==> src/rtl/wb_arbiter_2m.sv <==
// wb_arbiter_2m: two-master Wishbone B4 classic arbiter with bus-timeout watchdog
module wb_arbiter_2m #(
    parameter int TIMEOUT_CYCLES = 255,
    parameter bit FIXED_PRIO     = 1'b0
) (
    input  logic        clk,
    input  logic        reset_n,
    input  logic [31:0] m0_adr_i,
    input  logic [31:0] m0_dat_i,
    input  logic [3:0]  m0_sel_i,
    input  logic        m0_we_i,
    input  logic        m0_cyc_i,
    input  logic        m0_stb_i,
    output logic [31:0] m0_dat_o,
    output logic        m0_ack_o,
    output logic        m0_err_o,
    input  logic [31:0] m1_adr_i,
    input  logic [31:0] m1_dat_i,
    input  logic [3:0]  m1_sel_i,
    input  logic        m1_we_i,
    input  logic        m1_cyc_i,
    input  logic        m1_stb_i,
    output logic [31:0] m1_dat_o,
    output logic        m1_ack_o,
    output logic        m1_err_o,
    output logic [31:0] s_adr_o,
    output logic [31:0] s_dat_o,
    output logic [3:0]  s_sel_o,
    output logic        s_we_o,
    output logic        s_cyc_o,
    output logic        s_stb_o,
    input  logic [31:0] s_dat_i,
    input  logic        s_ack_i,
    input  logic        s_err_i,
    output logic        busy_o,
    output logic [1:0]  grant_o,
    output logic        timeout_o
);
    localparam logic [1:0]  IDLE  = 2'd0;
    localparam logic [1:0]  GNT   = 2'd1;
    localparam logic [1:0]  TERR  = 2'd2;
    localparam logic [15:0] LIMIT = 16'(TIMEOUT_CYCLES - 1);

    logic [1:0]  state_q, state_d, grant_q, grant_d, rel;
    logic        last_q, last_d, g0, g1, terr, own_cyc, stall;
    logic [15:0] cnt_q, cnt_d;

    // One-hot winner among requesters; last=1 means m1 was granted last
    function automatic logic [1:0] pick(input logic r0, input logic r1, input logic last);
        pick = (r0 && r1) ? ((FIXED_PRIO || last) ? 2'b01 : 2'b10) : {r1, r0};
    endfunction

    assign g0      = state_q == GNT && grant_q[0];
    assign g1      = state_q == GNT && grant_q[1];
    assign terr    = state_q == TERR;
    assign own_cyc = |(grant_q & {m1_cyc_i, m0_cyc_i});
    assign rel     = pick(grant_q[1] & m0_cyc_i, grant_q[0] & m1_cyc_i, last_q);
    assign stall   = s_stb_o & ~s_ack_i & ~s_err_i;

    // Next grant/state: arbitrate from IDLE, hand over on release, watchdog into TERR
    always_comb begin
        state_d = state_q;
        grant_d = grant_q;
        if (state_q == IDLE) begin
            grant_d = pick(m0_cyc_i, m1_cyc_i, last_q);
            state_d = |grant_d ? GNT : IDLE;
        end else if (!own_cyc) begin
            grant_d = rel;
            state_d = |rel ? GNT : IDLE;
        end else begin
            state_d = (state_q == GNT && stall && cnt_q == LIMIT) ? TERR : GNT;
        end
        last_d = |grant_d ? grant_d[1] : last_q;
        cnt_d  = (state_q == GNT && state_d == GNT && grant_d == grant_q && stall)
                 ? ((cnt_q == 16'hFFFF) ? cnt_q : cnt_q + 16'd1) : 16'd0;
    end

    // Only grant, state, last winner and watchdog count are registered
    always_ff @(posedge clk or negedge reset_n) begin
        if (!reset_n) begin
            state_q <= IDLE;
            grant_q <= 2'b00;
            last_q  <= 1'b1;
            cnt_q   <= 16'd0;
        end else begin
            state_q <= state_d;
            grant_q <= grant_d;
            last_q  <= last_d;
            cnt_q   <= cnt_d;
        end
    end

    assign s_adr_o   = g0 ? m0_adr_i : g1 ? m1_adr_i : 32'd0;
    assign s_dat_o   = g0 ? m0_dat_i : g1 ? m1_dat_i : 32'd0;
    assign s_sel_o   = g0 ? m0_sel_i : g1 ? m1_sel_i : 4'd0;
    assign s_we_o    = (g0 & m0_we_i) | (g1 & m1_we_i);
    assign s_cyc_o   = (g0 & m0_cyc_i) | (g1 & m1_cyc_i);
    assign s_stb_o   = (g0 & m0_stb_i) | (g1 & m1_stb_i);
    assign m0_dat_o  = g0 ? s_dat_i : 32'd0;
    assign m1_dat_o  = g1 ? s_dat_i : 32'd0;
    assign m0_ack_o  = g0 & s_ack_i;
    assign m1_ack_o  = g1 & s_ack_i;
    assign m0_err_o  = (g0 & s_err_i) | (terr & grant_q[0]);
    assign m1_err_o  = (g1 & s_err_i) | (terr & grant_q[1]);
    assign busy_o    = |grant_q;
    assign grant_o   = grant_q;
    assign timeout_o = terr;
endmodule

==> config.mk <==
export PLATFORM = sky130hd
export DESIGN_NAME = wb_arbiter_2m
export DESIGN_NICKNAME = d
export VERILOG_FILES = /design/src/rtl/wb_arbiter_2m.sv
export SDC_FILE = /design/constraint.sdc
export NUM_CORES = 1
export LEC_CHECK = 0
export ABC_AREA = 0
export CORE_AREA = 2 2 123 125
export CTS_CLUSTER_DIAMETER = 50
export CTS_CLUSTER_SIZE = 8
export DETAILED_ROUTE_END_ITERATION = 16
export DIE_AREA = 0 0 125 127
export GPL_ROUTABILITY_DRIVEN = 0
export PLACE_DENSITY = 0.63
export RECOVER_POWER = 25
export SLEW_MARGIN = 0
export SYNTH_ARGS = -nofsm -noshare
export SYNTH_HDL_FRONTEND = slang
export SYNTH_SLANG_ARGS = --single-unit
==> constraint.sdc <==
create_clock -name clk -period 2.3 [get_ports clk]
set_input_delay 0.46 -clock clk [delete_from_list [all_inputs] [get_ports clk]]
set_output_delay 0.46 -clock clk [all_outputs]
set_load 0.02 [all_outputs]
==> results of run 1 <==
-- layer usage --
metal	share of wire, %	vias to the layer above	track usage [%]
li1	-	1879	-
met1	40	1908	24.3
met2	51	129	34.8
met3	6.1	22	4.69
met4	3.0	2	5.16
met5	0.075	-	0
-- worst register-to-register path, delay by kind of cell, from the launching register on --
family	cells	cell delay, ps
DFF	1	410
adders and majority gates	1	170
buffers and inverters	2	290
and+or+nand+nor	4	1130
-- final cells by class --
class	count	area, um2
Multi-Input combinational cell	248	1910
Tap cell	184	230
Timing Repair Buffer	353	3450
Inverter	7	26.3
Fill cell	1485	8200
Sequential cell	21	528
Clock buffer	4	78.8
-- synth_stat cells, types with 2 or more instances --
cell type / n / area [um2]
a22o_1: 69 / 604
and3_1: 67 / 419
clkbuf_1: 24 / 90.1
dfrtp_1: 20 / 500
buf_2: 9 / 45.0
nand2_1: 9 / 33.8
nor2_1: 9 / 33.8
inv_1: 7 / 26.3
nand3_1: 6 / 30.0
nor3_1: 6 / 30.0
nor3_2: 6 / 60.1
a211oi_2: 5 / 62.6
and2_1: 5 / 31.3
a211oi_1: 4 / 30.0
nor4_1: 4 / 25.0
or4_1: 4 / 30.0
nand4_2: 3 / 37.5
nor2b_1: 3 / 18.8
o21ai_0: 3 / 15.0
o31ai_1: 3 / 22.5
or2_2: 3 / 18.8
a22oi_1: 2 / 15.0
and4_1: 2 / 17.5
ha_1: 2 / 25.0
mux2i_1: 2 / 20.0
nand2b_1: 2 / 12.5
nand4_1: 2 / 12.5
o211ai_1: 2 / 15.0
o21ai_1: 2 / 10.0
o311ai_0: 2 / 17.5
o41ai_1: 2 / 17.5
or3_1: 2 / 12.5
xnor2_1: 2 / 17.5
xor2_1: 2 / 17.5
-- flip-flops by register name, summed over array words and instances, names as in the netlist --
signal   cells
cnt_q       16
last_q       1
state_q      2
grant_o      2
-- worst max path at each step --
stage / endpoint / slack, ps / cells after the start
finish: s_adr_o[2] / 30 / 8
global route: s_adr_o[2] / -40 / 8
CTS: m1_err_o / -110 / 5
detailed placement: s_adr_o[17] / -100 / 6
global placement: s_adr_o[17] / -100 / 6
floorplan: s_dat_o[14] / 200 / 7
-- through the flow --
stage	instances	TNS [ps]	hold WS, ps	setup WS, ps
floorplan	311	0	164	199
global placement	799	-1610	467	-98.4
detailed placement	799	-3040	474	-97.7
CTS	811	-841	483	-114
global route	817	-163	514	-39.1
finish	817	0	478	32.4
-- power groups by stage --
| stage | logic, mW | clock network (mW) | registers, mW |
|---|---|---|---|
| finish | 4.88 | 0.366 | 0.445 |
| global route | 5.14 | 0.393 | 0.453 |
| CTS | 4.87 | 0.375 | 0.444 |
| detailed placement | 4.72 | 0 | 0.448 |
| global placement | 4.70 | 0 | 0.446 |
| floorplan | 2.29 | 0 | 0.474 |
-- kinds of logic after synthesis --
logic type      after synthesis  share of synthesized area [%]
simple gates                140                           35.4
xor+xnor                      4                           1.37
fa+ha+maj                     2                          0.977
mux                           2                          0.782
flops                        21                           20.6
compound gates              100                           33.4
buf+inv                      42                           7.52
-- repair_timing --
action / 4_1_cts / 5_1_grt
cloned: 5 / 1
setup buffers: 4 / 6
resized for setup: 288 / 65
setup endpoints to repair: 138 / 98
pin swaps: 3 / 2
==> impl_metrics.csv, run 1 <==
group,metric,value,unit
status,status,"finished clean",
final_layout,nNetsFinal,814,
pwr,total_leakage_power,3.22,nW
final_layout,syn_to_final_growth,143,%
detailed_routing,drt-pass1-iter-count,4,
pwr,p_per_area,915,nW/um2
global_routing,grt_pass1_vias,3760,
place,placed_area,6040,um2
sta,slew-limit-headroom,24.5,%
clock_network,clk_pin_slew,60,ps
clock_network,ctsRootBufferMaster,"clkbuf_16",
synth,synth_async_sr_flop_share,100,%
worst_hold_path,hp-class,"reg2reg",
worst_hold_path,hold_path_depth,2,
worst_setup_path,crit_path_max_incr_delay,410,ps
sta,fin_crit_sh,98.6,%
global_routing,grt_max_degree,68,
sta,rsz0062_at_grt,"yes",
pwr,internal-power,2.94,mW
final_layout,antennaDiodeCount,0,
worst_setup_path,path_delay_family,"simple AND/OR/NAND/NOR gates",
detailed_routing,first_iter_violations,277,
global_routing,grtUsageTotal,19.8,%
die,die_h,127,um
global_routing,overflow,0,
die,die_x,125,um
die,num_io_pins,321,
synth,seq_area_frac_synth,20.6,%
worst_hold_path,hp-start,"last_q$_DFFE_PN1P_",
synth,synthCells,311,
final_layout,fin_util,43.2,%
clock_network,cts_sinks,21,
synth,ys.flop_type,"dfrtp_1",
sta,finalCriticalPeriod,2270,ps
final_layout,fin_area,6230,um2
synth,synth_edf_count,0,
clock_network,clk_latency,250,ps
clock_network,cts_tree,"done",
synth,ys_types,50,
detailed_routing,vias,3940,
worst_setup_path,rr_endpoint,"cnt_q[9]$_DFFE_PN0P_",
synth,synth_area_per_cell,8.24,um2
pwr,clockPowerShare,6.4,%
worst_setup_path,crit_buf_inv,4,
detailed_routing,drcViolationCount,0,
detailed_routing,avgViaCountPerCell,4.82,
sta,hold_violations,0,
clock_network,h-tree-depth,1,
worst_setup_path,cp_max_fo,7,
die,rows,44,
worst_setup_path,cp-end-kind,"primary output",
synth,synthesis.area,2560,um2
worst_setup_path,cp-startpoint,"state_q[1]$_DFF_PN0_",
sta,setup_viol,0,
die,die_area,15900,um2
global_routing,antenna_found_initial,1,
synth,synth_nets,491,
worst_hold_path,hold_path_end,"last_q$_DFFE_PN1P_",
place,io_buffer_count,320,
synth,ys_warn_count,0,
sta,fmax,0.441,GHz
worst_setup_path,timing.rr.start,"cnt_q[0]$_DFFE_PN0P_",
flow_run,max-cap-violations,0,
detailed_routing,final_antenna_net_count,0,
worst_setup_path,cp_slowest_cell,"dfrtp_1",
pwr,combPwrFrac,85.7,%
pwr,p_sw_share,48.4,%
worst_setup_path,crit_chain,"nor2b_4, and2_4, nor2b_4, buf_6, buf_12, buf_16, a22o_1, buf_6",
synth,ys_ff_latch,21,
final_layout,final_cell_mix,"clkdlybuf4s50_1 (179), and3_1 (67), a22o_1 (63)",
final_layout,layout_commonest_cell,"clkdlybuf4s50_1",
worst_setup_path,rrSetupSlack,190,ps
worst_setup_path,start_kind,"flop",
detailed_routing,wl_per_cell,21.3,um
pwr,peakVddDrop,285,uV
die,coreArea,14400,um2
sta,slew_violations,0,
clock_network,cts_buffers,3,
worst_setup_path,cp.required,1840,ps
worst_setup_path,arrival,1810,ps
final_layout,drive_above_1_share,21.3,%
sta,tightestPinTransition,1130,ps
pwr,finalPower,5.69,mW
place,dpl.hpwl,13.6,mm
global_routing,grt_pass1_wl,24.6,mm
clock_network,ctsHoldBuffers,0,
detailed_routing,wirelength,17.4,mm
worst_setup_path,crit_type,"reg2out",
worst_setup_path,rr_worst_depth,7,
clock_network,clockBufferDepth,2,
die,initial_core_util,17.8,%
sta,fin_skew,3.23,ps
pwr,p_seq_share,7.8,%
pwr,p_switching,2.76,mW
Power figures use the tool's default switching activity.
==> inputs of run 2 (changes only) <==
Settings changed: ABC_AREA 0 to default.
==> results of run 2 <==
The final DEF is identical to that of run 1; final timing and power are the same.
